## src/rtl/ahb_in_fifo.sv

```systemverilog
// AHB-Lite input FIFO slave: buffers producer words from a four-phase DataValid/DataAck
// handshake and exposes them through a pop-on-read data register. Optional macro: AHB_IN_SYNC_EN.
`timescale 1ns/1ps

// state | meaning
// IDLE  | DataAck low, waiting for vld; pushes DataIn when not full
// ACK   | DataAck high, waiting for vld to fall before the next word
module ahb_in_fifo #(
    parameter int DEPTH = 4,
    parameter int WIDTH = 16
) (
    input  logic        HCLK,
    input  logic        HRESETn,
    input  logic [31:0] HADDR,
    input  logic [31:0] HWDATA,
    input  logic [2:0]  HSIZE,
    input  logic [1:0]  HTRANS,
    input  logic        HWRITE,
    input  logic        HREADY,
    input  logic        HSEL,
    output logic [31:0] HRDATA,
    output logic        HREADYOUT,
    input  logic [WIDTH-1:0] DataIn,
    input  logic        DataValid,
    output logic        DataAck
);

    localparam int AW = (DEPTH > 1) ? $clog2(DEPTH) : 1;
    localparam int CW = AW + 1;
    localparam logic [CW-1:0] DEPTH_C = CW'(DEPTH);

    typedef enum logic {
        IDLE = 1'b0,
        ACK  = 1'b1
    } hs_state_t;

    hs_state_t        state;
    logic             wr_en;
    logic             rd_en;
    logic [1:0]       addr;
    logic [CW-1:0]    count;
    logic [AW-1:0]    wr_ptr;
    logic [AW-1:0]    rd_ptr;
    logic             overflow_seen;
    logic             vld;
    logic             not_empty;
    logic             full;
    logic             push;
    logic             pop;
    logic             flush;
    logic [31:0]      status;
    logic [31:0]      rdata;
    logic [WIDTH-1:0] mem [DEPTH];
    logic             unused_ok;

    assign unused_ok = ^{HSIZE, HWDATA[31:1], HADDR[31:4], HADDR[1:0]};
    assign HREADYOUT = 1'b1;

    always_ff @(posedge HCLK or negedge HRESETn) begin
        if (!HRESETn) begin
            wr_en <= 1'b0;
            rd_en <= 1'b0;
            addr  <= 2'd0;
        end else if (HREADY && HSEL && (HTRANS != 2'b00)) begin
            wr_en <= HWRITE;
            rd_en <= !HWRITE;
            addr  <= HADDR[3:2];
        end else begin
            wr_en <= 1'b0;
            rd_en <= 1'b0;
            addr  <= 2'd0;
        end
    end

`ifdef AHB_IN_SYNC_EN
    logic [1:0] vld_sync;

    always_ff @(posedge HCLK or negedge HRESETn) begin
        if (!HRESETn) begin
            vld_sync <= 2'b00;
        end else begin
            vld_sync <= {vld_sync[0], DataValid};
        end
    end

    assign vld = vld_sync[1];
`else
    assign vld = DataValid;
`endif

    assign not_empty = (count != '0);
    assign full      = (count == DEPTH_C);
    assign push      = (state == IDLE) && vld && !full;
    assign pop       = rd_en && (addr == 2'd0) && not_empty;
    assign flush     = wr_en && (addr == 2'd1) && HWDATA[0];

    always_ff @(posedge HCLK or negedge HRESETn) begin
        if (!HRESETn) begin
            state         <= IDLE;
            DataAck       <= 1'b0;
            count         <= '0;
            wr_ptr        <= '0;
            rd_ptr        <= '0;
            overflow_seen <= 1'b0;
        end else begin
            case (state)
                IDLE: begin
                    if (vld && !full) begin
                        state   <= ACK;
                        DataAck <= 1'b1;
                    end
                end
                ACK: begin
                    if (!vld) begin
                        state   <= IDLE;
                        DataAck <= 1'b0;
                    end
                end
                default: begin
                    state   <= IDLE;
                    DataAck <= 1'b0;
                end
            endcase

            // Flush wins over a coincident push or pop; the handshake still completes.
            if (flush) begin
                count         <= '0;
                wr_ptr        <= '0;
                rd_ptr        <= '0;
                overflow_seen <= 1'b0;
            end else begin
                if (push) begin
                    wr_ptr <= wr_ptr + AW'(1);
                end
                if (pop) begin
                    rd_ptr <= rd_ptr + AW'(1);
                end
                case ({push, pop})
                    2'b10:   count <= count + CW'(1);
                    2'b01:   count <= count - CW'(1);
                    default: count <= count;
                endcase
                if ((state == IDLE) && vld && full) begin
                    overflow_seen <= 1'b1;
                end
            end
        end
    end

    always_ff @(posedge HCLK) begin
        if (push) begin
            mem[wr_ptr] <= DataIn;
        end
    end

    always_comb begin
        status      = '0;
        status[0]   = not_empty;
        status[1]   = full;
        status[2]   = overflow_seen;
        status[8:4] = 5'(count);
    end

    always_comb begin
        rdata = '0;
        if (rd_en) begin
            case (addr)
                2'd0: begin
                    if (not_empty) begin
                        rdata[WIDTH-1:0] = mem[rd_ptr];
                    end
                end
                2'd1:    rdata = status;
                default: rdata = '0;
            endcase
        end
    end

    assign HRDATA = rdata;

endmodule

```

## config.mk

```make
export PLATFORM = sky130hd
export DESIGN_NAME = ahb_in_fifo
export DESIGN_NICKNAME = d
export VERILOG_FILES = /design/src/rtl/ahb_in_fifo.sv
export SDC_FILE = /design/constraint.sdc
export NUM_CORES = 1
export LEC_CHECK = 0
export ABC_CLOCK_PERIOD_IN_PS = 2100
export BUFFER_PORTS_ARGS = -buffer_cell sky130_fd_sc_hd__buf_4
export CAP_MARGIN = 20
export CORE_MARGIN = 2
export CORE_UTILIZATION = 41
export CTS_BUF_LIST = sky130_fd_sc_hd__clkbuf_16
export DETAILED_ROUTE_END_ITERATION = 8
export PLACE_DENSITY_LB_ADDON = 0.2
export SYNTH_ARGS = -nofsm -noshare
export SYNTH_HDL_FRONTEND = slang
export SYNTH_SLANG_ARGS = --single-unit
```

## constraint.sdc

```tcl
create_clock -name HCLK -period 2.1 [get_ports HCLK]
set_input_delay 0.105 -clock HCLK [delete_from_list [all_inputs] [get_ports HCLK]]
set_output_delay 0.105 -clock HCLK [all_outputs]
set_load 0.02 [all_outputs]
```

==> results of run 1 <==
-- worst max path at each step --
stage | depth (start not counted) | slack, ps | endpoint | startpoint
finish | 6 | 100 | count[1] | count[0]
global placement | 7 | 6 | count[2] | count[1]
floorplan | 7 | -20 | count[1] | addr[0]
CTS | 7 | 8 | count[2] | count[1]
detailed placement | 7 | -7 | count[2] | count[1]
global route | 7 | -20 | count[2] | addr[1]
-- Yosys cell counts --
library cell	number	area [µm²]
nor4b_1	1	8.76
nor3b_2	2	25.0
or3_1	1	6.26
nand4b_1	1	8.76
o21ai_0	2	10.0
buf_6	1	11.3
mux4_2	16	360
mux2i_1	3	30.0
and2_1	7	43.8
xnor2_1	1	8.76
mux2_1	1	11.3
and3_1	10	62.6
and4b_1	1	10.0
a2bb2oi_1	1	8.76
dfrtp_1	14	350
conb_1	2	7.51
clkbuf_1	4	15.0
a22oi_1	5	37.5
nor2b_1	1	6.26
fa_1	1	20.0
a31oi_1	1	6.26
or2_2	1	6.26
xor2_2	1	16.3
nand3_1	2	10.0
ha_1	4	50.1
xor2_1	2	17.5
nand2_2	1	6.26
inv_1	6	22.5
buf_4	17	128
nor3b_4	1	18.8
o211a_1	1	10.0
a21boi_0	1	7.51
edfxtp_1	64	1920
nor2_1	14	52.6
nor3_1	2	10.0
nand2_1	4	15.0
buf_2	3	15.0
nand2b_1	2	12.5
-- logic make-up after synthesis --
| family | Yosys count |
|---|---|
| adders and majority gates | 5 |
| other | 2 |
| AOI/OAI and AO/OA | 11 |
| muxes | 20 |
| buffers and inverters | 31 |
| xor gates and xnor gates | 4 |
| and+or+nand+nor | 51 |
| DFF | 78 |
-- worst min-delay path: stages --
cell and delay, ps:
buf_4 100, nand2_1 50, o21ai_0 60
-- sequential cells by signal, indices dropped and copies added (netlist names) --
| name | flops |
|---|---|
| mem | 64 |
| rd_en | 1 |
| count | 3 |
| rd_ptr | 2 |
| overflow_seen | 1 |
| wr_en | 1 |
| state | 1 |
| wr_ptr | 2 |
| DataAck | 1 |
| addr | 2 |
-- repair_timing --
| item | CTS | global route |
|---|---|---|
| resized for setup | 1 | 3 |
| endpoints found under the hold margin | 82 | 0 |
| hold buffers | 20 | 0 |
| pin swaps | 0 | 3 |
| setup buffers | 0 | 1 |
| endpoints found under the setup margin | 1 | 1 |
-- metal layers --
metal  vias to the layer above  global-route usage [%]  part of all wire, %
met5                         -                       0                    0
met2                        49                    24.7                   52
met1                       914                    18.3                   44
met4                         0                    3.99                 0.68
li1                        886                       -                    -
met3                         2                    4.07                  3.9
-- per-stage QoR --
step | hold slack [ps] | TNS [ps] | setup WS [ps] | cells
final | 30.6 | 0 | 96.6 | 393
after detailed placement | -28.9 | -6.63 | -6.63 | 356
after global placement | -32.1 | 0 | 6.19 | 356
after CTS | 7.22 | 0 | 7.66 | 392
after floorplan | -191 | -21.7 | -21.7 | 217
after global routing | 44.6 | -23.9 | -23.9 | 393
-- area by class of cell --
class,count,share of cell area (%)
Clock buffer,9,5.13
Clock inverter,7,1.65
Inverter,6,0.513
Multi-Input combinational cell,108,22.7
Sequential cell,78,51.9
Tap cell,105,2.99
Timing Repair Buffer,80,15.1
-- report_power, final --
part / internal [µW] / switching (µW) / leakage [µW] / total, µW
registers: 1930 / 164 / 0.000748 / 2090
logic: 730 / 643 / 0.000854 / 1370
clock network: 924 / 591 / 0.000149 / 1510
total: 3580 / 1400 / 0.00175 / 4980
==> flow_summary.ini, run 1 <==
[status]
outcome = completed

[drt]
first_iter_violations = 88
dr.pass1.iters = 4
drc_errors = 0
ant_nets = 0
vias_per_cell = 4.71
num_vias = 1851
wl_per_cell_um = 15.0
drt_wl_total_um = 5910

[worst_hold_path]
whs_path_depth = 3
hold_end = DataAck
hold_class = in2reg
min-delay-start = DataValid

[grt]
grt_pass1_vias = 1855
grt_max_degree = 17
globalRouteOverflowTotal = 0
antenna_found_initial = 0
grt_use_total_pct = 14.5
grt_pass1_wl_um = 9420

[clock_tree]
root_buffer = clkbuf_16
clock-sinks = 78
htree_levels = 3
cts_buffers = 9
clock_path_buffers = 2
insertion_delay_ps = 320
cts_tree = done
clkTransAtPathRegs_ps = 60

[power]
p_leak_uw = 0.00175
vdd_drop_max_mv = 0.587
p_total_uw = 4980
powerDensity_nw_per_um2 = 1140

[floorplanning]
die_y_um = 94.6
design.core.area_um2 = 8090
rows = 33
start_util_pct = 41.6
dieArea_um2 = 8960
boundaryPins = 125
die_w_um = 94.6

[setup_path]
critical-path-top-delay-family = simple AND/OR/NAND/NOR gates
r2r_slack_ps = 100
crit_chain = nor3b_4, nor3b_4, or2_2, fa_2, nor2_1, mux2_1
endpoint_kind = flip-flop
critPathMaxFanout = 4
reg2reg_depth = 6
cp_slowest_cell = fa_2
max_stage_delay_ps = 520
r2r-start = count[0]
worst-path-buf-inv = 0
timing.rr.end = count[1]
critPathLaunchType = flip-flop
cp_data_required_time_ps = 2300
crit_path_frequent_cell = nor3b_4
path_class = reg2reg
cp.arrival_ps = 2210

[logic_synthesis]
yosysWarnings = 0
synth_compound_area_share_pct = 2.38
ys_ff_latch = 78
synthCells = 202
synth.distinct_cells = 38
synth_mux_area_share_pct = 11.9
synth_top_family_by_area = multiplexers
synthAdderAreaFrac_pct = 2.08
synth_simple_gate_area_share_pct = 8.99
syn_avg_cell_area_um2 = 16.7
yosys.area_share.xor_xnor_pct = 1.26
syn-cell-area_um2 = 3370
synth-seq-area-share_pct = 67.5

[finish]
fin_util_pct = 54.2
final_cell_mix = edfxtp_1 (64), buf_4 (59), dlygate4sd3_1 (20)
layout_commonest_cell = edfxtp_1
antenna_cells = 0
fin_nets = 379
multi_input_area_um2 = 997
final_area_um2 = 4390
area_growth_syn_to_layout_pct = 30.2
drive_gt1_share_pct = 35.1
fillers = 695
regArea_um2 = 2270

[placed_design]
dp_hpwl_um = 3800
gp_congestion = 0.729
port-buffer-count = 43
dpl_cell_area_um2 = 3860

[sta]
finalClockSkew_ps = 7.47
max_slew_margin_pct = 63.8
fin_crit_ps = 2000
setup_viol = 0
max_freq_ghz = 0.499
maxSlewViolCount = 0
min_period_over_period_pct = 95.4
worstMarginPinSlew_ps = 544
report.final.hold_viol_count = 0

[run]
drv_cap = 0
No activity file was read; power rests on OpenSTA's default activity.
==> inputs of run 2 (changes only) <==
Settings changed: PLACE_DENSITY set to 0.76, PLACE_DENSITY_LB_ADDON 0.2 to not set.
==> run 2 against run 1 <==
Cell area shrank 0.11%. Global-route usage grew 0.56 points. Sequential power is essentially flat. First-iteration DRC count grew 28%. Flip-flop and latch count is the same. Wire length grew 4.0%. Total power grew 1.8%. Fmax shrank 2.3%. Non-clock buffer count is the same. Combinational power grew 3%. Critical endpoint is now count[2]. Largest power group unchanged. Highest routed layer unchanged.
==> flow_summary.ini, run 2 (synthesis gave the netlist of run 1 again) <==
[floorplanning]
design.core.area_um2 = 8090
die_y_um = 94.6
rows = 33
die_w_um = 94.6
start_util_pct = 41.6
boundaryPins = 125
dieArea_um2 = 8960

[finish]
regArea_um2 = 2270
fillers = 681
antenna_cells = 0
fin_nets = 379
top_register = mem
drive_gt1_share_pct = 34.4
largest_reg_flops = 64
area_growth_syn_to_layout_pct = 30.1
final_cell_mix = edfxtp_1 (64), buf_4 (58), dlygate4sd3_1 (20)
top_regs = mem (64), count (3)
multi_input_area_um2 = 982
layout_commonest_cell = edfxtp_1

[power]
p_clk_share_pct = 31.6
powerDensity_nw_per_um2 = 1160
p_total_uw = 5070
p_leak_uw = 0.00175
p_seq_share_pct = 40.6
p_sw_share_pct = 27.4
switchingPower_uw = 1390
vdd_drop_max_mv = 0.444
p_int_uw = 3680
power_frac_comb_pct = 27.8

[clock_tree]
cts_buffers = 9
htree_levels = 3
root_buffer = clkbuf_16
clkTransAtPathRegs_ps = 60
cts_tree = done
clock_path_buffers = 2
insertion_delay_ps = 320
clock-sinks = 78

[drt]
dr.pass1.iters = 4
vias_per_cell = 4.79
drt_wl_total_um = 6140
drc_errors = 0
wl_per_cell_um = 15.6
num_vias = 1883
first_iter_violations = 113
ant_nets = 0

[setup_path]
reg2reg_depth = 7
crit_start = count[0]
r2r_slack_ps = 50
cp_slowest_cell = dfrtp_1
timing.rr.end = count[2]
path_class = reg2reg
critPathLaunchType = flip-flop
crit_path_frequent_cell = nor3b_4
max_stage_delay_ps = 430
endpoint_kind = flip-flop
cp_data_required_time_ps = 2310
crit_chain = nor3b_4, nor3b_4, or2_2, fa_2, nor4b_2, a2bb2oi_1, mux2i_1
cp-endpoint = count[2]
cp.arrival_ps = 2260
r2r-start = count[0]
critPathMaxFanout = 3

[sta]
max_freq_ghz = 0.488
fin_crit_ps = 2050
maxSlewViolCount = 0
min_period_over_period_pct = 97.7
setup_viol = 0
rsz0062_at_grt = true
timing.hold.ws_ps = 32.6
finalClockSkew_ps = 5.03
report.final.hold_viol_count = 0

[worst_hold_path]
hold_class = in2reg

[grt]
top_usage_layer = met2
globalRouteOverflowTotal = 0
use_met1_pct = 18.5
grt_pass1_wl_um = 9610
grt_max_degree = 17
grt_pass1_vias = 1889
grt_util_met3_pct = 4.39
grt_use_total_pct = 15.1
antenna_found_initial = 0
use_met2_pct = 25.1

[run]
drv_cap = 0

[placed_design]
port-buffer-count = 43
dp_hpwl_um = 4030
gp_congestion = 0.806

[status]
outcome = completed
## run 2: timing repair
item	CTS	global route
hold buffers	20	0
endpoints found under the setup margin	0	4
buffers inserted	0	1
endpoints found under the hold margin	82	0
resized for setup	0	3
## run 2: area by class of cell
type / instances / share of cell area (%)
tap: 105 / 3.00
clock inverter: 7 / 2.03
sequential: 78 / 51.9
timing repair buffer: 80 / 15.0
clock buffer: 9 / 5.14
inverter: 6 / 0.514
multi-input combinational: 108 / 22.4
## run 2: worst min-delay path by stage
| stage | startpoint | to | slack (ps) | depth (start not counted) |
|---|---|---|---|---|
| after global placement | HRESETn | addr[1] | -30 | 1 |
| final | DataValid | DataAck | 30 | 3 |
| after detailed placement | HRESETn | state | -30 | 1 |
| after global routing | DataValid | DataAck | 40 | 3 |
| after floorplan | HRESETn | DataAck | -190 | 0 |
| after CTS | DataValid | DataAck | 20 | 3 |
## run 2: power by group through the flow
stage / Sequential, µW / Combinational, µW / Clock (µW)
after floorplan: 2050 / 979 / 0
after global placement: 2060 / 1340 / 0
after detailed placement: 2080 / 1380 / 0
after CTS: 2050 / 1420 / 1640
after global routing: 2080 / 1560 / 1700
final: 2060 / 1410 / 1600
## run 2: per-layer routing
metal / vias up / part of all wire [%]
li1: 889 / -
met1: 945 / 42
met2: 45 / 53
met3: 4 / 3.7
met4: 0 / 0.96
met5: - / 0
## run 2: metrics by stage
stage,setup TNS (ps),utilization (%),cell area [µm²],worst slack (ps),cells
finish,0,54.1,4380,48.9,393
global route,-24.1,54.1,4380,-24.1,393
CTS,0,53.9,4370,27.2,392
detailed placement,0,47.6,3850,40.8,356
global placement,0,47.6,3850,61.6,356
floorplan,-21.7,-,3450,-21.7,217
## run 2: critical path: cells and delay by family (launching register included)
| family | cells | cell delay, ps |
|---|---|---|
| AND/OR/NAND/NOR | 4 | 900 |
| multiplexers | 1 | 130 |
| adder cells (fa/ha/maj) | 1 | 350 |
| flip-flops | 1 | 430 |
| AO/OA/AOI/OAI | 1 | 120 |
